### config.mk
export PLATFORM = sky130hd
export DESIGN_NAME = stopwatch_ctrl
export DESIGN_NICKNAME = d
export VERILOG_FILES = /design/src/rtl/stopwatch_pkg.sv /design/src/rtl/bcd_mod_counter.sv /design/src/rtl/stopwatch_ctrl.sv
export SDC_FILE = /design/constraint.sdc
export NUM_CORES = 1
export LEC_CHECK = 0
export CAP_MARGIN = 15
export CORE_MARGIN = 5
export CORE_UTILIZATION = 50
export DETAILED_ROUTE_END_ITERATION = 10
export MAX_ROUTING_LAYER = met4
export PLACE_DENSITY = 0.75
export SLEW_MARGIN = 5
export SYNTH_ARGS = -nofsm -noshare
export SYNTH_HDL_FRONTEND = slang
export SYNTH_SLANG_ARGS = --single-unit
### constraint.sdc
create_clock -name clk -period 2.77 [get_ports clk]
set_clock_uncertainty 0.1 [all_clocks]
set_input_delay 0.277 -clock clk [delete_from_list [all_inputs] [get_ports clk]]
set_output_delay 0.277 -clock clk [all_outputs]
set_load 0.005 [all_outputs]
### src/rtl/stopwatch_pkg.sv
// Shared types and constants for the stopwatch controller: state encoding,
// digit widths and the blank masks used to blink the field under adjustment.
package stopwatch_pkg;

  typedef enum logic [1:0] {
    PAUSED = 2'd0,
    RUN    = 2'd1,
    ADJ    = 2'd2
  } state_t;

  localparam int TENS_W = 3;
  localparam int ONES_W = 4;

  localparam logic [3:0] BLANK_NONE = 4'b0000;
  localparam logic [3:0] BLANK_MIN  = 4'b1100;
  localparam logic [3:0] BLANK_SEC  = 4'b0011;

endpackage

### src/rtl/bcd_mod_counter.sv
// Two-digit BCD counter that wraps to 00 after MAX; carry flags the wrap so a
// higher field can be advanced in the same cycle.
module bcd_mod_counter
  import stopwatch_pkg::*;
#(
  parameter int MAX = 59
) (
  input  logic              clk,
  input  logic              rst,
  input  logic              clr,
  input  logic              inc,
  output logic [TENS_W-1:0] tens,
  output logic [ONES_W-1:0] ones,
  output logic              carry
);

  localparam logic [TENS_W-1:0] MAX_TENS = TENS_W'(MAX / 10);
  localparam logic [ONES_W-1:0] MAX_ONES = ONES_W'(MAX % 10);

  logic [6:0] value;
  logic       at_max;
  logic       wrap;

  // Anything at or beyond MAX, including forced non-BCD ones, wraps to 00.
  assign value  = 7'(tens) * 7'd10 + 7'(ones);
  assign at_max = (tens == MAX_TENS) && (ones == MAX_ONES);
  assign wrap   = (ones > 4'd9) || (value >= 7'(MAX));
  assign carry  = inc && at_max;

  always_ff @(posedge clk) begin
    if (rst || clr) begin
      tens <= '0;
      ones <= '0;
    end else if (inc) begin
      if (wrap) begin
        tens <= '0;
        ones <= '0;
      end else if (ones == 4'd9) begin
        tens <= tens + 3'd1;
        ones <= '0;
      end else begin
        ones <= ones + 4'd1;
      end
    end
  end

endmodule

### src/rtl/stopwatch_ctrl.sv
// Stopwatch time base: run/pause/adjust FSM, BCD minute and second fields,
// and the blink mask that lets the display flash the field being adjusted.
module stopwatch_ctrl
  import stopwatch_pkg::*;
#(
  parameter int MAX_MIN  = 59,
  parameter bit BLINK_EN = 1'b1
) (
  input  logic              clk,
  input  logic              rst,
  input  logic              tick_1hz,
  input  logic              tick_2hz,
  input  logic              pause_p,
  input  logic              clear_p,
  input  logic              sw_adj,
  input  logic              sw_sel,
  output logic [TENS_W-1:0] minhv,
  output logic [ONES_W-1:0] minlv,
  output logic [TENS_W-1:0] sechv,
  output logic [ONES_W-1:0] seclv,
  output logic [3:0]        blank,
  output logic              running
);

  state_t     state;
  state_t     state_next;
  logic       phase;
  logic       phase_next;
  logic [3:0] blank_next;

  logic adj_tick;
  logic sec_inc;
  logic sec_carry;
  logic min_inc;
  logic min_carry;
  logic min_clr;

  // In ADJ the fields advance independently; only RUN chains seconds into minutes.
  assign adj_tick = (state == ADJ) && tick_2hz;
  assign sec_inc  = ((state == RUN) && tick_1hz) || (adj_tick && sw_sel);
  assign min_inc  = ((state == RUN) && sec_carry) || (adj_tick && !sw_sel);
  assign min_clr  = clear_p || min_carry;

  bcd_mod_counter #(.MAX(59)) u_sec (
    .clk   (clk),
    .rst   (rst),
    .clr   (clear_p),
    .inc   (sec_inc),
    .tens  (sechv),
    .ones  (seclv),
    .carry (sec_carry)
  );

  bcd_mod_counter #(.MAX(MAX_MIN)) u_min (
    .clk   (clk),
    .rst   (rst),
    .clr   (min_clr),
    .inc   (min_inc),
    .tens  (minhv),
    .ones  (minlv),
    .carry (min_carry)
  );

  always_comb begin
    state_next = state;
    phase_next = 1'b0;
    blank_next = BLANK_NONE;

    unique case (state)
      PAUSED: begin
        if (sw_adj)       state_next = ADJ;
        else if (pause_p) state_next = RUN;
      end
      RUN: begin
        if (sw_adj)       state_next = ADJ;
        else if (pause_p) state_next = PAUSED;
      end
      ADJ: begin
        if (!sw_adj)      state_next = PAUSED;
      end
      default:            state_next = PAUSED;
    endcase

    // Phase restarts at 0 whenever ADJ is (re)entered.
    if (state == ADJ && state_next == ADJ)
      phase_next = phase ^ tick_2hz;

    if (BLINK_EN && state_next == ADJ && phase_next)
      blank_next = sw_sel ? BLANK_SEC : BLANK_MIN;
  end

  always_ff @(posedge clk) begin
    if (rst) begin
      state   <= PAUSED;
      phase   <= 1'b0;
      blank   <= BLANK_NONE;
      running <= 1'b0;
    end else begin
      state   <= state_next;
      phase   <= phase_next;
      blank   <= blank_next;
      running <= (state_next == RUN);
    end
  end

endmodule

==> flow_metrics.tcl <==
set metrics [dict create \
    status "complete, no violations" \
    synthTopCellsByArea "dfxtp_1 23%, ha_1 13%, nand3_1 4.6%" \
    first_global_vias 1648 \
    setup_tns_ns 0 \
    grt_max_degree 14 \
    clock_latency_ns 0.30 \
    layout-drive-gt1-share_pct 14.0 \
    diodes 0 \
    endpoint_kind "flip-flop" \
    cp-start-kind "flip-flop" \
    ys_seq_area_share_pct 23.0 \
    drt-total-wl_um 4280 \
    synth_largest_area_cell "dfxtp_1" \
    whs_ns 0.433 \
    synthXorXnorAreaFrac_pct 5.38 \
    post_cts_buffers 0 \
    avgSynthCellArea_um2 9.08 \
    dr.pass1.iters 4 \
    max_stage_delay_ns 0.54 \
    htree_levels 1 \
    max_slew_margin_pct 70.8 \
    via_per_inst 6.04 \
    synth_top_family_by_area "compound AO/OA/AOI/OAI gates" \
    maxCapViolations 0 \
    yosys.area_share.simple_pct 25.4 \
    synth_edf_count 0 \
    final_cells 267 \
    dp_hpwl_um 3390 \
    place_inst 263 \
    power.density_nw_per_um2 275 \
    synth_area_um2 1740 \
    synth_nets 220 \
    ant_nets 0 \
    path_cells "ha_1 > ha_1 > a21oi_2 > a211oi_1 > o311ai_4 > o21ai_2 > a211oi_1" \
    crit_type "reg -> reg" \
    clock.fmax_ghz 0.395 \
    die_h_um 69.0 \
    setup_viol 0 \
    netlist_instances 192 \
    critPathRequiredTime_ns 2.89 \
    grt_pass1_wl_um 7510 \
    gp_congestion 0.946 \
    worst_ir_drop_vdd_mv 0.203 \
    post_drt_wl_per_cell_um 16.0 \
    post-place-ws_ns 0.268 \
    drv_slew 0 \
    fill_cells 314 \
    area_growth_pct 21.5 \
    ctsResizeCount 0 \
    synthArstFlopShare_pct 0 \
    io_pins 27 \
    synth_compound_area_share_pct 27.6 \
    synth_top_area_share_pct 23.0 \
    drt_iter0_markers 118 \
    fin_crit_sh_pct 91.4 \
    clockBufferDepth 2 \
    hp-class "reg -> reg" \
    die-area_um2 4770 \
    core_um2 3360 \
    r2r_setup_slack_ns 0.24 \
    die_w_um 69.0 \
    clkTransAtPathRegs_ns 0.13 \
    slowest_stage "dfxtp_1" \
    route.detailed.drc 0 \
    nets 250 \
    fin_ws_ns 0.239 \
    synth_ff_type "dfxtp_1" \
    hold_viol_final 0 \
    clock-sinks 20 \
    layout_min_cycle_time_ns 2.53 \
    cts_hold_buf 0 \
    rsz0062_at_grt "no" \
    start_util_pct 51.8 \
    antenna_found_initial 0 \
    crit_fanout 8 \
    cts_tree "built" \
    synthAdderAreaFrac_pct 15.2 \
    numPortBuffers 26 \
    yosysWarnings 0 \
    fp-row-count 21 \
    grt_overflow 0 \
    leakage_nw 0.829 \
    vias 1613 \
    worstMarginPinSlew_ns 0.436 \
    cts_buffers 3 \
    grt_util_all_layers_pct 19.0 \
    synthMuxAreaShare_pct 0 \
    synth_cell_type_count 57 \
    cts_root_buffer "clkbuf_4" \
    synth_seq_cells 20 \
    worstPathArrival_ns 2.65 \
]
==> layout make-up <==
| class | count | area (um^2) | area share [%] |
|---|---|---|---|
| multi-input combinational | 160 | 1280 | 60.6 |
| sequential | 20 | 400 | 18.9 |
| timing repair buffer | 32 | 305 | 14.4 |
| tap | 46 | 57.6 | 2.72 |
| clock inverter | 1 | 30.0 | 1.42 |
| clock buffer | 3 | 22.5 | 1.06 |
| inverter | 5 | 18.8 | 0.887 |
==> metrics by stage <==
step                      power (W)  cell area, um^2  utilization, %
after floorplan            0.000322             1740               -
after global placement     0.000344             2060            61.4
after detailed placement   0.000345             2060            61.4
after CTS                  0.000590             2120            62.9
after global routing       0.000607             2120            62.9
final                      0.000583             2120            62.9
==> cell usage after synthesis, drive strengths merged (2+ instances only) <==
master,number
and2,11
inv,5
ha,18
nand4,3
o2111a,2
o21ai,9
nand3,18
nand2b,2
nor2,7
nor3,6
xnor2,8
nor4,2
o22ai,2
a21oi,12
o2111ai,5
a2111oi,2
nor2b,5
dfxtp,20
fa,2
buf,6
o211ai,7
nand2,13
a211oi,6
==> worst paths after layout <==
kind                 startpoint            end  cells after the start
hold / removal         state[1]        running                      1
setup reg to reg  u_min.tens[2]  u_min.tens[2]                      7
hold reg to reg        state[1]        running                      1
setup / recovery  u_min.tens[2]  u_min.tens[2]                      7
==> logic make-up (layout without fill, tap and decap cells) <==
kind of cell               count (synthesis)  count (layout)
and+or+nand+nor                           77              77
AOI/OAI and AO/OA                         54              54
adders and majority gates                 20              20
DFF                                       20              20
buffers and inverters                     12              41
xor gates and xnor gates                   9               9
==> layer usage <==
layer	vias up	global-route usage, %	share of wire, %
li1	788	-	-
met1	773	21.5	42
met3	8	2.62	3.0
met4	0	4.77	1.7
met5	-	-	0
met2	44	35.0	54
==> critical path, delay by kind of cell, from the launching register on <==
kind / cells / cell delay, ns
adders and majority gates: 2 / 0.65
AOI/OAI and AO/OA: 5 / 1.17
DFF: 1 / 0.54
==> where the power goes <==
part           switching (W)  internal, W
clock              0.0000978     0.000146
sequential        0.00000382     0.000291
combinational      0.0000218    0.0000223
==> cell usage in the layout (no fill, tap or decap), types with 2 or more instances in the layout <==
cell type        instances
a211oi_1                 6
a21oi_1                 10
a21oi_2                  2
and2_1                   9
buf_4                    6
clkbuf_4                 3
clkdlybuf4s50_1         26
dfxtp_1                 20
fa_1                     2
ha_1                    18
inv_1                    5
nand2_1                 12
nand2b_1                 2
nand3_1                 16
nand3_2                  2
nand4_1                  3
nor2_1                   7
nor2b_1                  5
nor3_1                   6
nor4_1                   2
o2111ai_1                4
o211ai_1                 7
o21ai_0                  6
o21ai_1                  2
xnor2_1                  7
==> flip-flops by register name, summed over array words and instances (netlist names) <==
name / count
blank: 2
phase: 1
running: 1
state: 2
u_min.ones: 4
u_min.tens: 3
u_sec.ones: 4
u_sec.tens: 3
No activity file was read; power rests on OpenSTA's default activity.
